--- src/rtl/argmax_unit.sv ---
// argmax_unit: scans the final-layer logit memory through its combinational
// read port and registers the index and value of the largest signed logit.
// The outputs change only when a scan completes, and done pulses for one
// cycle at that point.
module argmax_unit #(
    parameter int NUM_CLASSES = 10,
    parameter int DATA_WIDTH  = 32,
    parameter int ADDR_WIDTH  = 16,
    parameter int IDX_WIDTH   = 4
) (
    input  logic                  clk,
    input  logic                  resetn,
    input  logic                  start,
    output logic [ADDR_WIDTH-1:0] read_addr,
    input  logic [DATA_WIDTH-1:0] read_data,
    output logic                  busy,
    output logic                  done,
    output logic [IDX_WIDTH-1:0]  max_index,
    output logic [DATA_WIDTH-1:0] max_value
);

    localparam logic [IDX_WIDTH-1:0] LAST_K = IDX_WIDTH'(NUM_CLASSES - 1);

    typedef enum logic [0:0] {
        IDLE = 1'b0,
        SCAN = 1'b1
    } state_t;

    state_t                 state_q;
    logic [IDX_WIDTH-1:0]   k_q;
    logic [DATA_WIDTH-1:0]  cur_val_q;
    logic [IDX_WIDTH-1:0]   cur_idx_q;
    logic [ADDR_WIDTH-1:0]  read_addr_q;
    logic                   busy_q;
    logic                   done_q;
    logic [IDX_WIDTH-1:0]   max_index_q;
    logic [DATA_WIDTH-1:0]  max_value_q;

    logic                   take_d;
    logic [DATA_WIDTH-1:0]  win_val_d;
    logic [IDX_WIDTH-1:0]   win_idx_d;
    logic [IDX_WIDTH-1:0]   k_next_d;

    // Running-max candidate: the first entry always loads; later entries
    // load only when strictly greater (signed), so ties keep the lower index.
    always_comb begin
        take_d    = (k_q == '0) || ($signed(read_data) > $signed(cur_val_q));
        win_val_d = take_d ? read_data : cur_val_q;
        win_idx_d = take_d ? k_q : cur_idx_q;
        k_next_d  = k_q + 1'b1;
    end

    // Scan FSM. read_addr is registered, so it is loaded one step ahead with
    // the address of the entry that will be sampled at the next edge.
    always_ff @(posedge clk) begin
        if (!resetn) begin
            state_q     <= IDLE;
            k_q         <= '0;
            cur_val_q   <= '0;
            cur_idx_q   <= '0;
            read_addr_q <= '0;
            busy_q      <= 1'b0;
            done_q      <= 1'b0;
            max_index_q <= '0;
            max_value_q <= '0;
        end else begin
            done_q <= 1'b0;
            case (state_q)
                IDLE: begin
                    read_addr_q <= '0;
                    busy_q      <= 1'b0;
                    if (start) begin
                        k_q     <= '0;
                        busy_q  <= 1'b1;
                        state_q <= SCAN;
                    end
                end
                SCAN: begin
                    cur_val_q <= win_val_d;
                    cur_idx_q <= win_idx_d;
                    if (k_q == LAST_K) begin
                        max_value_q <= win_val_d;
                        max_index_q <= win_idx_d;
                        done_q      <= 1'b1;
                        busy_q      <= 1'b0;
                        read_addr_q <= '0;
                        k_q         <= '0;
                        state_q     <= IDLE;
                    end else begin
                        k_q         <= k_next_d;
                        read_addr_q <= ADDR_WIDTH'(k_next_d);
                    end
                end
                default: begin
                    state_q <= IDLE;
                end
            endcase
        end
    end

    assign read_addr = read_addr_q;
    assign busy      = busy_q;
    assign done      = done_q;
    assign max_index = max_index_q;
    assign max_value = max_value_q;

endmodule

--- config.mk ---
export PLATFORM = sky130hd
export DESIGN_NAME = argmax_unit
export DESIGN_NICKNAME = d
export VERILOG_FILES = /design/src/rtl/argmax_unit.sv
export SDC_FILE = /design/constraint.sdc
export NUM_CORES = 1
export LEC_CHECK = 0
export CAP_MARGIN = 20
export CORE_MARGIN = 2
export CORE_UTILIZATION = 50
export CTS_BUF_LIST = sky130_fd_sc_hd__clkbuf_4 sky130_fd_sc_hd__clkbuf_8
export CTS_CLUSTER_DIAMETER = 100
export CTS_CLUSTER_SIZE = 28
export DETAILED_ROUTE_END_ITERATION = 12
export PLACE_DENSITY = 0.78
export SLEW_MARGIN = 30
export SYNTH_ARGS = -nofsm -noshare
export SYNTH_HDL_FRONTEND = slang
export SYNTH_SLANG_ARGS = --single-unit
--- constraint.sdc ---
create_clock -name clk -period 7.13 [get_ports clk]
set_input_delay 1.426 -clock clk [delete_from_list [all_inputs] [get_ports clk]]
set_output_delay 1.426 -clock clk [all_outputs]
set_load 0.005 [all_outputs]
======== Word level (Yosys, flattened, before mapping) ========
Index checks and enable logic that the tools add are counted.
word-level totals
  register bits ........................... 95
  input port bits ......................... 35
  output and inout port bits .............. 54
operators by class
  equal/unequal tests ..................... 3
  $add $sub $neg .......................... 1
  muxes and demuxes ....................... 13
  magnitude comparators ................... 1
  reductions and logical operators ........ 4
  bitwise logic cells ..................... 1
operators with widths
  kind                                                                      number
  32-bit > comparator                                                       1
  32-bit 2-to-1 mux                                                         1
  16-bit one-hot mux with 2 select lines                                    1
  4-bit 2-to-1 mux                                                          4
  4-bit one-hot mux with 2 select lines                                     1
  4-bit by 1-bit adder with 4-bit output (second input constant)            1
  4-bit equality test (second input constant)                               1
  4-bit logical NOT                                                         1
  1-bit 2-to-1 mux                                                          4
  1-bit one-hot mux with 2 select lines                                     2
  2-bit AND reduction                                                       2
  2-bit by 1-bit inequality test with 1-bit output (second input constant)  1
  2-bit inequality test (second input constant)                             1
  1-bit logical OR                                                          1
  1-bit inverter                                                            1

======== Longest topological paths before layout ========
  depth in word-level cells ............... 3
  gate-level depth with buffers ........... 11
  mapped depth without buffers ............ 9

======== Worst setup path before layout ========
No wires, ideal clock.
  kind .................................... input-to-reg
  from .................................... input read_data[17]
  to ...................................... register cur_val_q[10]
  stages on the path ...................... 10
  arrival ................................. 3368 ps
  slack ................................... 3643 ps
  data required time ...................... 7010 ps
  setup time .............................. 120 ps
  path through ............................ ha_1 a21o_1 a221o_1 a21oi_2 nand3_1 a211oi_4 nor3_2 buf_6 buf_6 mux2i_1
on the way
  word-level cells in the longest chain between the ends .. 3
ends and longest elaborated chain
  element                 line  RTL
  start: declaration      15    input logic [DATA_WIDTH-1:0] read_data,
  32-bit > comparator     47    take_d = (k_q == '0) || ($signed(read_data) > $signed(cur_val_q));
  1-bit logical OR        47
  32-bit 2-to-1 mux       48    win_val_d = take_d ? read_data : cur_val_q;
  end signal: assignment  79    cur_val_q <= win_val_d;
  end: declaration        31    logic [DATA_WIDTH-1:0] cur_val_q;
No other way between the ends.
A chain may end at the register's enable or synchronous reset.

======== Final worst setup path ========
  from .................................... input read_data[17]
  to ...................................... register cur_val_q[27]
Same word-level chain as after synthesis.

==> results.sh <==
export IMPL_clock_fmax_mhz=217
export IMPL_end_kind="register"
export IMPL_syn_inst=509
export IMPL_diodes=0
export IMPL_timing_slew_headroom_pct=42.7
export IMPL_die_w_um=97.7
export IMPL_finalSetupViolCount=0
export IMPL_start_util_pct=50.8
export IMPL_wl_um=10800
export IMPL_cts_resized=0
export IMPL_vias=3880
export IMPL_r2r_start="cur_val_q[17]"
export IMPL_dieArea_mm2=0.00955
export IMPL_drt_pre_antenna_iters=5
export IMPL_setup_tns_ps=0
export IMPL_postRouteAntennaNets=0
export IMPL_post_cts_setup_buffers=0
export IMPL_syn_avg_cell_area_um2=8.63
export IMPL_hold_class="reg -> reg"
export IMPL_tightest_slew_ps=859
export IMPL_wl_per_cell_um=16.0
export IMPL_clk_pin_slew_worst_paths_ps=90
export IMPL_rsz0062_at_grt="false"
export IMPL_via_per_inst=5.77
export IMPL_insertion_delay_ps=360
export IMPL_drive_above_1_share_pct=6.37
export IMPL_synth_edff_count=0
export IMPL_timing_final_crit_period_ps=4620
export IMPL_cp_data_required_time_ps=7420
export IMPL_drtIter0Drc=212
export IMPL_power_density_mw_per_mm2=186
export IMPL_cts_root_buf="clkbuf_8"
export IMPL_fin_cells=673
export IMPL_die_h_um=97.7
export IMPL_drc=0
export IMPL_num_rows=34
export IMPL_status="finished, final reports clean"
export IMPL_gr_total_overflow=0
export IMPL_syn2layout_area_growth_pct=20.6
export IMPL_grt_pass1_wl_um=18200
export IMPL_r2r_cells=11
export IMPL_drv_slew=0
export IMPL_r2r_end="cur_val_q[27]"
export IMPL_cts_inserted_buffers=9
export IMPL_ys_types=45
export IMPL_fin_crit_sh_pct=64.8
export IMPL_cts_tree="yes"
export IMPL_startpoint_type="primary input"
export IMPL_irDropWorstVdd_v=0.000109
export IMPL_core_mm2=0.00864
export IMPL_synthFlopType="dfxtp_1"
export IMPL_clock_sinks=83
export IMPL_worstSetupPathType="in -> reg"
export IMPL_cts_path_max_buffers=2
export IMPL_grt_usage_pct=22.9
export IMPL_grt_max_degree=69
export IMPL_synth_area_mm2=0.00439
export IMPL_place_gp_congestion=0.826
export IMPL_skew_ps=8.84
export IMPL_hold_viol_final=0
export IMPL_ys_warn_count=0
export IMPL_postCtsHoldBufs=0
export IMPL_crit_path_end="cur_val_q[27]"
export IMPL_cts_htree_levels=3
export IMPL_maxCapViolations=0
export IMPL_synth_seq_cells=83
export IMPL_crit_fanout=25
export IMPL_yosysSeqAreaShare_pct=37.8
export IMPL_async_flop_share_pct=0
export IMPL_leakagePower_nw=1.95
export IMPL_arrival_ps=4900
export IMPL_worst_r2r_setup_slack_ps=3660
export IMPL_placed_cells=656
export IMPL_io_pins=89
export IMPL_first_global_vias=3895
export IMPL_fin_nets=627
export IMPL_hpwl_um=7230
export IMPL_port_buffers=76
export IMPL_antenna_found_initial=0
export IMPL_crit_path_start="read_data[17]"
==> worst max-delay path: stages <==
cell	delay, ps
clkdlybuf4s50_1	460
ha_1	330
a21o_1	180
a221o_1	340
a21oi_2	180
or3_1	170
o21ai_4	140
buf_16	230
nor3_4	630
buf_4	510
mux2i_1	270
==> how the worst min path moves through the flow <==
stage                       start            end  slack [ps]  cells past startpoint
finish              cur_val_q[31]  cur_val_q[31]         460                      2
global route        cur_val_q[13]  cur_val_q[13]         490                      2
CTS                  cur_val_q[2]   cur_val_q[2]         460                      2
floorplan           cur_val_q[10]  cur_val_q[10]         430                      2
detailed placement  cur_val_q[19]  cur_val_q[19]         450                      2
global placement    cur_val_q[30]  cur_val_q[30]         440                      2
==> state kept, by name (all words and copies together), names as in the netlist <==
register   flops
max_value     32
busy           1
read_addr      4
k_q            4
cur_val_q     32
done           1
state_q        1
max_index      4
cur_idx_q      4
==> cells in the mapped netlist (2+ instances only) <==
library cell | n | area (µm²)
a31o_2 | 4 | 35.0
buf_2 | 4 | 20.0
or3_1 | 2 | 12.5
a21oi_1 | 15 | 75.1
a21o_1 | 3 | 22.5
nor4_1 | 33 | 206
nand4_1 | 6 | 37.5
inv_1 | 37 | 139
nor3b_1 | 2 | 15.0
a21oi_2 | 2 | 17.5
nand2_1 | 86 | 323
a22oi_1 | 2 | 15.0
buf_4 | 18 | 135
a211oi_1 | 2 | 15.0
buf_6 | 4 | 45.0
ha_1 | 32 | 400
nor2b_1 | 2 | 12.5
dfxtp_1 | 83 | 1660
nor2_1 | 9 | 33.8
nand2b_1 | 2 | 12.5
o21ai_0 | 39 | 195
o21a_1 | 3 | 22.5
o22ai_1 | 2 | 12.5
mux2i_1 | 35 | 350
nor4_2 | 2 | 25.0
clkbuf_1 | 27 | 101
nand3_1 | 5 | 25.0
a311oi_1 | 31 | 272
==> where the power goes <==
part	leakage (nW)	internal [mW]	switching, mW	total [mW]
logic	1.19	0.0613	0.0827	0.144
clock network	0.0881	0.164	0.192	0.356
registers	0.674	0.478	0.00946	0.487
==> placed cells by master (no fill, tap or decap), types with 2 or more instances in the layout <==
| cell | netlist | final |
|---|---|---|
| nor4_1 | 33 | 33 |
| nor3b_1 | 2 | 2 |
| mux2i_1 | 35 | 35 |
| nor2b_1 | 2 | 2 |
| nor2_1 | 9 | 9 |
| a22oi_1 | 2 | 2 |
| a21oi_2 | 2 | 2 |
| o21a_1 | 3 | 3 |
| dfxtp_1 | 83 | 83 |
| nor4_2 | 2 | 2 |
| conb_1 | 1 | 12 |
| inv_1 | 37 | 37 |
| or3_1 | 2 | 2 |
| nand2b_1 | 2 | 2 |
| nand2_1 | 86 | 86 |
| a211oi_1 | 2 | 2 |
| ha_1 | 32 | 32 |
| o21ai_0 | 39 | 39 |
| clkinvlp_4 | 0 | 4 |
| a21o_1 | 3 | 3 |
| clkbuf_8 | 0 | 9 |
| buf_4 | 18 | 5 |
| nand4_1 | 6 | 6 |
| a21oi_1 | 15 | 15 |
| a31o_2 | 4 | 4 |
| clkdlybuf4s50_1 | 0 | 75 |
| a311oi_1 | 31 | 31 |
| nand3_1 | 5 | 5 |
| o22ai_1 | 2 | 2 |
==> cell type report <==
type | count | area, µm²
Timing Repair Buffer | 82 | 821
Sequential cell | 83 | 1660
Inverter | 37 | 139
Multi-Input combinational cell | 347 | 2340
Clock inverter | 7 | 77.6
Tap cell | 108 | 135
Fill cell | 755 | 3340
Clock buffer | 9 | 124
==> cells by family after synthesis <==
group	after synthesis	synth area share, %
xor+xnor	1	0.200
simple gates	156	17.2
fa+ha+maj	32	9.12
buf+inv	90	10.0
mux	35	7.98
flops	83	37.8
other cells	1	0.0854
compound gates	111	17.6
==> per-stage QoR <==
stage | setup slack (ps) | cell area, µm² | power, mW | hold WS, ps | util, %
floorplan | 3640 | 4430 | 0.596 | 435 | -
global placement | 2190 | 5070 | 0.633 | 441 | 58.7
detailed placement | 2050 | 5070 | 0.638 | 448 | 58.7
CTS | 2430 | 5270 | 0.984 | 463 | 61.0
global route | 2340 | 5300 | 1.03 | 493 | 61.3
finish | 2510 | 5300 | 0.987 | 463 | 61.3
==> layer usage <==
layer  vias to the layer above  wire, µm  global-route usage, %
met2                       131      5020                   38.1
met4                         0       188                   7.69
met3                        15       618                   4.03
met5                         -         0                      0
met1                      1832      4940                   30.3
li1                       1902         -                      -
Power figures use the tool's default switching activity.
